[src/rtl/spc_debug_unit.sv]
// spc_debug_unit: SPC700 breakpoint / watchpoint / single-step controller on the host debug register bus.
// Latency: BRK_OUT rises on the edge sampling a qualifying EN cycle; register reads are combinational.
// Backpressure: none on the host bus; the CPU is stalled through BRK_OUT until the host re-arms RUN.
// Optional feature macro: SPC_DBG_WATCH_EN enables data read/write watchpoints.
module spc_debug_unit #(
   parameter int         NUM_BP   = 4,
   parameter logic [7:0] REG_BASE = 8'h80
) (
   input  logic        CLK,
   input  logic        RST_N,
   input  logic        EN,
   input  logic        LAST_CYCLE,
   input  logic [15:0] NEXT_PC,
   input  logic [15:0] A_OUT,
   input  logic        WE_N,
   input  logic [7:0]  DBG_REG,
   input  logic [7:0]  DBG_DAT_IN,
   input  logic        DBG_DAT_WR,
   output logic [7:0]  DBG_DAT_OUT,
   output logic        BRK_OUT,
   output logic [3:0]  HIT_IDX
);

   typedef enum logic {ST_RUN = 1'b0, ST_HALTED = 1'b1} state_t;

   typedef struct packed {
      logic [15:0] addr;
      logic [3:0]  mode;     // {enable, write, read, exec}
      logic [7:0]  hit_cnt;
   } bp_t;

`ifdef SPC_DBG_WATCH_EN
   localparam logic [3:0] MODE_MASK = 4'b1111;
`else
   // Without watchpoints the read/write mode bits are never stored.
   localparam logic [3:0] MODE_MASK = 4'b1001;
   logic unused_watch;
   assign unused_watch = ^{A_OUT, WE_N};
`endif

   localparam logic [7:0] CTRL_ADDR = REG_BASE + 8'(4 * NUM_BP);
   localparam logic [7:0] STAT_ADDR = CTRL_ADDR + 8'd1;

   bp_t         bp_q [NUM_BP];
   logic [7:0]  ctrl_q;
   logic        wr_r;
   state_t      state_q, state_nxt;
   logic        brk_q, brk_nxt;
   logic [3:0]  hit_idx_q, hit_idx_nxt;
   logic        step_halt_q, step_halt_nxt;

   logic              wr_commit;
   logic              ctrl_wr;
   logic              resume;
   logic [NUM_BP-1:0] bp_match;
   logic              any_match;
   logic              step_match;
   logic [3:0]        first_idx;

   // A held DBG_DAT_WR commits only on its first cycle.
   assign wr_commit  = DBG_DAT_WR & ~wr_r;
   assign ctrl_wr    = wr_commit && (DBG_REG == CTRL_ADDR);
   assign resume     = ctrl_wr && DBG_DAT_IN[7] && !ctrl_q[7];
   assign any_match  = |bp_match;
   assign step_match = (state_q == ST_RUN) && ctrl_q[0] && LAST_CYCLE && EN;

   // Per-comparator match, only while running and the CPU advances.
   always_comb begin
      bp_match = '0;
      for (int i = 0; i < NUM_BP; i++) begin
         if (state_q == ST_RUN && EN && bp_q[i].mode[3]) begin
            if (bp_q[i].mode[0] && LAST_CYCLE && NEXT_PC == bp_q[i].addr)
               bp_match[i] = 1'b1;
`ifdef SPC_DBG_WATCH_EN
            if (bp_q[i].mode[1] && WE_N && A_OUT == bp_q[i].addr)
               bp_match[i] = 1'b1;
            if (bp_q[i].mode[2] && !WE_N && A_OUT == bp_q[i].addr)
               bp_match[i] = 1'b1;
`endif
         end
      end
   end

   // Lowest matching index wins; scan downward so the last assignment is the lowest.
   always_comb begin
      first_idx = 4'hF;
      for (int i = NUM_BP - 1; i >= 0; i--) begin
         if (bp_match[i])
            first_idx = 4'(i);
      end
   end

   // Run/halt next-state and latched halt information.
   always_comb begin
      state_nxt     = state_q;
      brk_nxt       = brk_q;
      hit_idx_nxt   = hit_idx_q;
      step_halt_nxt = step_halt_q;
      case (state_q)
         ST_RUN: begin
            if (any_match || step_match) begin
               state_nxt     = ST_HALTED;
               brk_nxt       = 1'b1;
               hit_idx_nxt   = first_idx;
               step_halt_nxt = ~any_match;
            end
         end
         ST_HALTED: begin
            if (resume) begin
               state_nxt = ST_RUN;
               brk_nxt   = 1'b0;
            end
         end
         default: state_nxt = ST_RUN;
      endcase
   end

   // FSM state and halt status registers.
   always_ff @(posedge CLK) begin
      if (!RST_N) begin
         state_q     <= ST_RUN;
         brk_q       <= 1'b0;
         hit_idx_q   <= 4'hF;
         step_halt_q <= 1'b0;
      end else begin
         state_q     <= state_nxt;
         brk_q       <= brk_nxt;
         hit_idx_q   <= hit_idx_nxt;
         step_halt_q <= step_halt_nxt;
      end
   end

   // Host-writable registers and saturating hit counters; a clear coinciding with a hit yields 1.
   always_ff @(posedge CLK) begin
      if (!RST_N) begin
         wr_r   <= 1'b0;
         ctrl_q <= 8'h00;
         for (int i = 0; i < NUM_BP; i++)
            bp_q[i] <= '0;
      end else begin
         wr_r <= DBG_DAT_WR;
         if (ctrl_wr)
            ctrl_q <= DBG_DAT_IN;
         for (int i = 0; i < NUM_BP; i++) begin
            if (wr_commit && DBG_REG == REG_BASE + 8'(4 * i))
               bp_q[i].addr[7:0] <= DBG_DAT_IN;
            if (wr_commit && DBG_REG == REG_BASE + 8'(4 * i + 1))
               bp_q[i].addr[15:8] <= DBG_DAT_IN;
            if (wr_commit && DBG_REG == REG_BASE + 8'(4 * i + 2))
               bp_q[i].mode <= DBG_DAT_IN[3:0] & MODE_MASK;
            if (wr_commit && DBG_REG == REG_BASE + 8'(4 * i + 3))
               bp_q[i].hit_cnt <= bp_match[i] ? 8'd1 : 8'd0;
            else if (bp_match[i] && bp_q[i].hit_cnt != 8'hFF)
               bp_q[i].hit_cnt <= bp_q[i].hit_cnt + 8'd1;
         end
      end
   end

   // Combinational register read mux; unmapped addresses read zero.
   always_comb begin
      DBG_DAT_OUT = 8'h00;
      for (int i = 0; i < NUM_BP; i++) begin
         if (DBG_REG == REG_BASE + 8'(4 * i))
            DBG_DAT_OUT = bp_q[i].addr[7:0];
         if (DBG_REG == REG_BASE + 8'(4 * i + 1))
            DBG_DAT_OUT = bp_q[i].addr[15:8];
         if (DBG_REG == REG_BASE + 8'(4 * i + 2))
            DBG_DAT_OUT = {4'h0, bp_q[i].mode};
         if (DBG_REG == REG_BASE + 8'(4 * i + 3))
            DBG_DAT_OUT = bp_q[i].hit_cnt;
      end
      if (DBG_REG == CTRL_ADDR)
         DBG_DAT_OUT = ctrl_q;
      if (DBG_REG == STAT_ADDR)
         DBG_DAT_OUT = {state_q == ST_HALTED, step_halt_q, 2'b00, hit_idx_q};
   end

   assign BRK_OUT = brk_q;
   assign HIT_IDX = hit_idx_q;

endmodule

[config.mk]
export PLATFORM = sky130hd
export DESIGN_NAME = spc_debug_unit
export DESIGN_NICKNAME = d
export VERILOG_FILES = /design/src/rtl/spc_debug_unit.sv
export SDC_FILE = /design/constraint.sdc
export NUM_CORES = 1
export LEC_CHECK = 0
export BUFFER_PORTS_ARGS = -buffer_cell sky130_fd_sc_hd__buf_4
export CORE_MARGIN = 2
export CORE_UTILIZATION = 45
export DETAILED_ROUTE_END_ITERATION = 10
export PLACE_DENSITY = 0.65
export SETUP_SLACK_MARGIN = 0.15
export SLEW_MARGIN = 40
export SYNTH_ARGS = -nofsm -noshare
export SYNTH_HDL_FRONTEND = slang
export SYNTH_SLANG_ARGS = --single-unit
[constraint.sdc]
create_clock -name CLK -period 6.3 [get_ports CLK]
set_clock_uncertainty 0.15 [all_clocks]
set_input_delay 1.575 -clock CLK [delete_from_list [all_inputs] [get_ports CLK]]
set_output_delay 1.575 -clock CLK [all_outputs]
set_load 0.02 [all_outputs]
==> results of run 1 <==
[worst min-delay path, delay by kind of cell (launching register included)]
| kind | cells | cell delay [ns] |
|---|---|---|
| flops | 1 | 0.33 |
| compound gates | 1 | 0.09 |
| simple gates | 1 | 0.08 |
[state kept, by name (all words and copies together) (netlist names)]
register and count:
ctrl_q 8, wr_r 1, step_halt_q 1, state_q 1, bp_q 104, BRK_OUT 1
HIT_IDX 3
[power by group]
group	total (uW)	switching, uW	leakage [uW]	internal (uW)
sequential	899	23.3	0.00122	876
combinational	174	110	0.00153	64.9
clock	930	353	0.000260	577
total	2000	486	0.00301	1520
[logic make-up (layout without fill, tap and decap cells)]
| kind of cell | count (synthesis) | in the layout | synth area share, % |
|---|---|---|---|
| xor+xnor | 88 | 88 | 10.93 |
| buf+inv | 38 | 97 | 2.395 |
| simple gates | 285 | 285 | 22.02 |
| mux | 33 | 33 | 5.163 |
| fa+ha+maj | 4 | 4 | 0.7098 |
| compound gates | 109 | 109 | 10.24 |
| flops | 119 | 119 | 48.55 |
[stage by stage]
| stage | hold WS (ns) | instance area, um^2 |
|---|---|---|
| after floorplan | 0.3276 | 7052 |
| after global placement | 0.3507 | 7605 |
| after detailed placement | 0.3640 | 7605 |
| after CTS | 0.3798 | 8170 |
| after global routing | 0.4107 | 8170 |
| final | 0.3826 | 8170 |
[area by class of cell]
class / count / area share [%]
Sequential cell: 119 / 41.90
Clock inverter: 13 / 1.623
Timing Repair Buffer: 57 / 5.237
Tap cell: 211 / 3.231
Inverter: 8 / 0.3675
Clock buffer: 19 / 5.299
Multi-Input combinational cell: 519 / 42.34
[how the worst min path moves through the flow]
stage | startpoint | end
after floorplan | ctrl_q[6] | ctrl_q[6]
after global placement | ctrl_q[6] | ctrl_q[6]
after detailed placement | step_halt_q | step_halt_q
after CTS | step_halt_q | step_halt_q
after global routing | step_halt_q | step_halt_q
final | step_halt_q | step_halt_q
[per-layer routing]
metal | GRT usage, % | vias up
met5 | 0 | -
met4 | 11.51 | 0
met3 | 5.491 | 49
met2 | 42.48 | 262
met1 | 36.42 | 2722
li1 | - | 2549
[placed cells by master (no fill, tap or decap), types with 4 or more instances in the layout]
cell and count:
a21oi_1 22, a221oi_1 5, a31oi_1 4, and2_1 70, and3_1 9, buf_4 57
clkbuf_16 17, clkinvlp_4 5, dfxtp_1 15, edfxtp_1 104, ha_1 4, inv_1 7
mux2_2 7, mux2i_1 24, nand2_1 40, nand2b_1 4, nand3_1 24, nand4_1 16
nor2_1 69, nor2_2 7, nor2b_1 12, nor3_1 5, nor4_1 8, o21a_1 4
o21ai_0 21, o21ai_1 10, o221ai_1 5, o22ai_1 7, xnor2_1 47, xor2_1 41
==> run summary, run 1 <==
Status: complete, no violations
Max Fclk: 181.3 MHz
DR iter-0 viols: 644
Total gr overflow: 0
Top Metal Used: met4
Clock-pin slew on the worst setup and hold paths: 0.05 ns
GPL Wtd Cong: 0.9568
Clock Path Buffers: 2
LEAKAGE: 0.003011 uW
Post-synthesis async set-or-reset flop share: 0%
Critical Path, Cell by Cell: buf_4, nor4b_2, nor2b_1, buf_4, nand2_2, nor2_2, a221o_1, a21oi_1, o221ai_1, buf_4
Layout Cells excl Fill: 946
Share of the synthesized area in the top cell type: 44.29%
Worst vdd ir: 0.1908 mV
Detailed Routing Iterations Pass 1: 5
Setup crit end: DBG_DAT_OUT[6]
Sequential cell area: 3423 um^2
Post-synth EDFFs: 104
Via-per-instance ratio: 5.901
WS Path Type: input port to primary output
Vias in the first global route: 5274
Initial Util: 46.22%
CP max stage cell: nor4b_2
Die X: 129.2 um
Crit path max-delay family: simple AND/OR/NAND/NOR gates
Synth cell count leaders: 104 x edfxtp_1, 70 x and2_1, 69 x nor2_1, 47 x xnor2_1, 41 x xor2_1
RSZ-0062 raised after global routing: no
Placed cells: 914
N_diodes: 0
Seq cells post-synth: 119
Top_reg_cell synth: edfxtp_1
Synth unique cells: 68
Critical Path AT: 3.79 ns
Layout area overhead: 15.86%
Area of the multi-input gates: 3460 um^2
Number of nets in the layout: 780
Core ar.: 15260 um^2
YS warnings: 0
DR WL/cell: 23.00 um
Global-route wire length before repair: 32190 um
Setup crit start kind: input port
Buf/Inv on CP: 3
Post_cts resized: 0
CP required: 4.58 ns
DRC Markers: 0
Final setup viols: 0
Power density over the cells: 245.3 nW/um^2
Reg2Reg Setup Slack: 3.41 ns
Hold Path Stages: 2
Post-route ant nets: 0
Via Count: 5582
DIE AREA: 16690 um^2
Met1 WL: 9235 um
Share of layout cells above drive strength 1: 15.78%
Seq/Total Area, Yosys: 48.55%
Final Hold Fails: 0
Gr usage total: 26.99%
Num rows: 45
Syn nets: 734
H-tree levels: 4
DR WL met3: 1754 um
Period minus WS final: 5.515 ns
Port bufs: 49
Root Buffer: clkbuf_16
Antenna violations before repair: 0
Register-to-Register Path Depth: 6
CTS tree: done
Worst-Margin Slew: 0.7864 ns
CTS Buf Count: 17
Setup slack after placement: 0.8626 ns
Clock latency on the worst-skew pair: 0.42 ns
Mapped Cells: 676
Largest area contributor in the netlist: edfxtp_1
Fill count: 1358
Chip Height: 129.2 um
R2r endpoint: bp_q[2][7]
Critical Path Max Stage Delay: 0.56 ns
Min-delay worst type: flop to flop
Post-Route WL: 21760 um
Largest net degree at the start of global routing: 40
Syn avg cell area: 10.43 um^2
Tcrit/Tclk final: 87.54%
Max-Slew Margin vs Limit: 46.22%
Clock sink total: 119
Crit. End Element: primary output
Mapped cell area: 7052 um^2
Total of max-cap violations: 0
Top cells by area, synth: edfxtp_1 44%, and2_1 6.2%, xnor2_1 5.8%, xor2_1 5.1%, dfxtp_1 4.3%
Overall power: 2004 uW
Most common cell on crit path: buf_4
Setup TNS: 0 ns
Post-CTS setup buffers: 0
Hpwl dp: 16010 um
Most numerous cell in the Yosys netlist: edfxtp_1
Critical path launch point: DBG_REG[6]
Levels on crit path: 10
Reg2Reg Launch Point: state_q
Post-layout util: 53.55%
Slew Viols, Final: 0
Worst setup margin: 0.7852 ns
Hold buffers post-CTS: 0
Max FO, Critical Path: 10
Routed met2 length: 10030 um
Ports: 67
Note: power is estimated with default switching activity, not from simulation.
==> inputs of run 2 (changes only) <==
CORE_MARGIN = unset   (was 2)
==> run 2 against run 1 <==
Against the previous run: utilization grew 0.13 points; global-route usage is 0.51 points higher; hold slack lost 0.0089 ns; register-to-register slack got worse by 0.04 ns; total power increased by 2.2%; sequential share of layout area shrank 0.10 points; highest routed layer unchanged; non-clock buffer count down 2; design area up 0.25%; first-iteration DRC count down 34%; final cell count is 0.21% lower.
==> run summary, run 2 (synthesis gave the netlist of run 1 again) <==
Status: complete, no violations (unchanged)
Number of nets in the layout: 778 (was 780)
Port bufs: 49 (unchanged)
Vias in the first global route: 5408 (was 5274)
Fill count: 1376 (was 1358)
Period minus WS final: 5.600 ns (was 5.515 ns)
Area of the multi-input gates: 3460 um^2 (unchanged)
Hold buffers post-CTS: 0 (unchanged)
Min-delay worst type: flop to flop (unchanged)
DRC Markers: 0 (unchanged)
Detailed Routing Iterations Pass 1: 5 (unchanged)
Core ar.: 15260 um^2 (unchanged)
Post-route ant nets: 0 (unchanged)
Number of flip-flops under the largest register name: 104 (unchanged)
Gr usage total: 27.50% (was 26.99%)
Power density over the cells: 250.1 nW/um^2 (was 245.3 nW/um^2)
Tcrit/Tclk final: 88.88% (was 87.54%)
Sequential cell area: 3423 um^2 (unchanged)
Via-per-instance ratio: 5.894 (was 5.901)
Share of layout cells above drive strength 1: 15.55% (was 15.78%)
Via Count: 5564 (was 5582)
Most frequent cells in the layout: 104 x edfxtp_1, 70 x and2_1, 69 x nor2_1 (unchanged)
Most common cell after layout, fill and taps aside: edfxtp_1 (unchanged)
CTS tree: done (unchanged)
DR iter-0 viols: 428 (was 644)
Placed Area: 7590 um^2 (was 7605 um^2)
N_diodes: 0 (unchanged)
Antenna violations before repair: 0 (unchanged)
Die X: 127.2 um (was 129.2 um)
Max Fclk: 178.6 MHz (was 181.3 MHz)
Clock latency on the worst-skew pair: 0.43 ns (was 0.42 ns)
Worst vdd ir: 0.1845 mV (was 0.1908 mV)
CTS Buf Count: 17 (unchanged)
Post-Route WL: 20950 um (was 21760 um)
Post-CTS setup buffers: 0 (unchanged)
Num rows: 45 (unchanged)
Crit. End Element: primary output (unchanged)
GPL Wtd Cong: 0.9540 (was 0.9568)
Final setup viols: 0 (unchanged)
Clock Path Buffers: 2 (unchanged)
Total gr overflow: 0 (unchanged)
Overall power: 2048 uW (was 2004 uW)
Total of max-cap violations: 0 (unchanged)
Worst-Margin Slew: 0.7356 ns (was 0.7864 ns)
DR WL/cell: 22.19 um (was 23.00 um)
Max-Slew Margin vs Limit: 50.63% (was 46.22%)
Root Buffer: clkbuf_16 (unchanged)
Slew Viols, Final: 0 (unchanged)
Largest net degree at the start of global routing: 40 (unchanged)
Biggest register: bp_q (unchanged)
Initial Util: 46.22% (unchanged)
H-tree levels: 4 (unchanged)
Final Hold Fails: 0 (unchanged)
Post_cts resized: 0 (unchanged)
Ports: 67 (unchanged)
Setup TNS: 0 ns (unchanged)
Chip Height: 127.2 um (was 129.2 um)
Critical Path AT: 3.87 ns (was 3.79 ns)
WS Path Type: input port to primary output (unchanged)
Global-route wire length before repair: 32140 um (was 32190 um)
CP required: 4.58 ns (about the same)
LEAKAGE: 0.003041 uW (was 0.003011 uW)
RSZ-0062 raised after global routing: no (unchanged)
Max FO, Critical Path: 9 (was 10)
Clock sink total: 119 (unchanged)
Final instance area: 8190 um^2 (was 8170 um^2)
Hpwl dp: 16020 um (was 16010 um)
DIE AREA: 16170 um^2 (was 16690 um^2)
Clock-pin slew on the worst setup and hold paths: 0.05 ns (about the same)
Setup crit start kind: input port (unchanged)
Layout area overhead: 16.15% (was 15.86%)
==> run 2: cell type report <==
cell class	count	share of cell area (%)
Tap cell	211	3.223
Inverter	8	0.3666
Clock inverter	6	0.7027
Sequential cell	119	41.80
Timing Repair Buffer	55	5.041
Clock buffer	26	6.630
Multi-Input combinational cell	519	42.24
==> run 2: metrics by stage <==
step | setup WS (ns) | hold WS, ns | utilization (%) | cells
CTS | 0.7581 | 0.3727 | 53.68 | 944
finish | 0.7004 | 0.3738 | 53.68 | 944
detailed placement | 0.7632 | 0.3581 | 49.74 | 912
global placement | 0.7562 | 0.3543 | 49.74 | 912
global route | 0.5657 | 0.4118 | 53.68 | 944
floorplan | 1.346 | 0.3276 | - | 676
==> run 2: worst paths after layout <==
| check | startpoint | to | slack [ns] | cells after the start |
|---|---|---|---|---|
| max | DBG_REG[6] | DBG_DAT_OUT[6] | 0.70 | 9 |
| min | ctrl_q[3] | ctrl_q[3] | 0.37 | 2 |
| min reg2reg | ctrl_q[3] | ctrl_q[3] | 0.37 | 2 |
| max reg2reg | state_q | bp_q[2][4] | 3.37 | 6 |
==> run 2: critical path: stages <==
cell	delay, ns
buf_4	0.13
nor4b_2	0.55
nor2b_1	0.46
nand2_2	0.25
nor2_2	0.25
a221o_1	0.19
a21oi_1	0.09
o221ai_1	0.20
buf_4	0.18
==> run 2: per-layer routing <==
metal	vias to the layer above	track usage, %	part of all wire (%)
met4	0	13.31	4.1
met3	53	4.439	6.7
met5	-	0	0
met2	269	42.47	46
met1	2695	37.79	44
li1	2547	-	-
==> run 2: power by group <==
part / internal (uW) / switching [uW]
clock network: 632 / 348
logic: 64.0 / 104
registers: 876 / 24.6
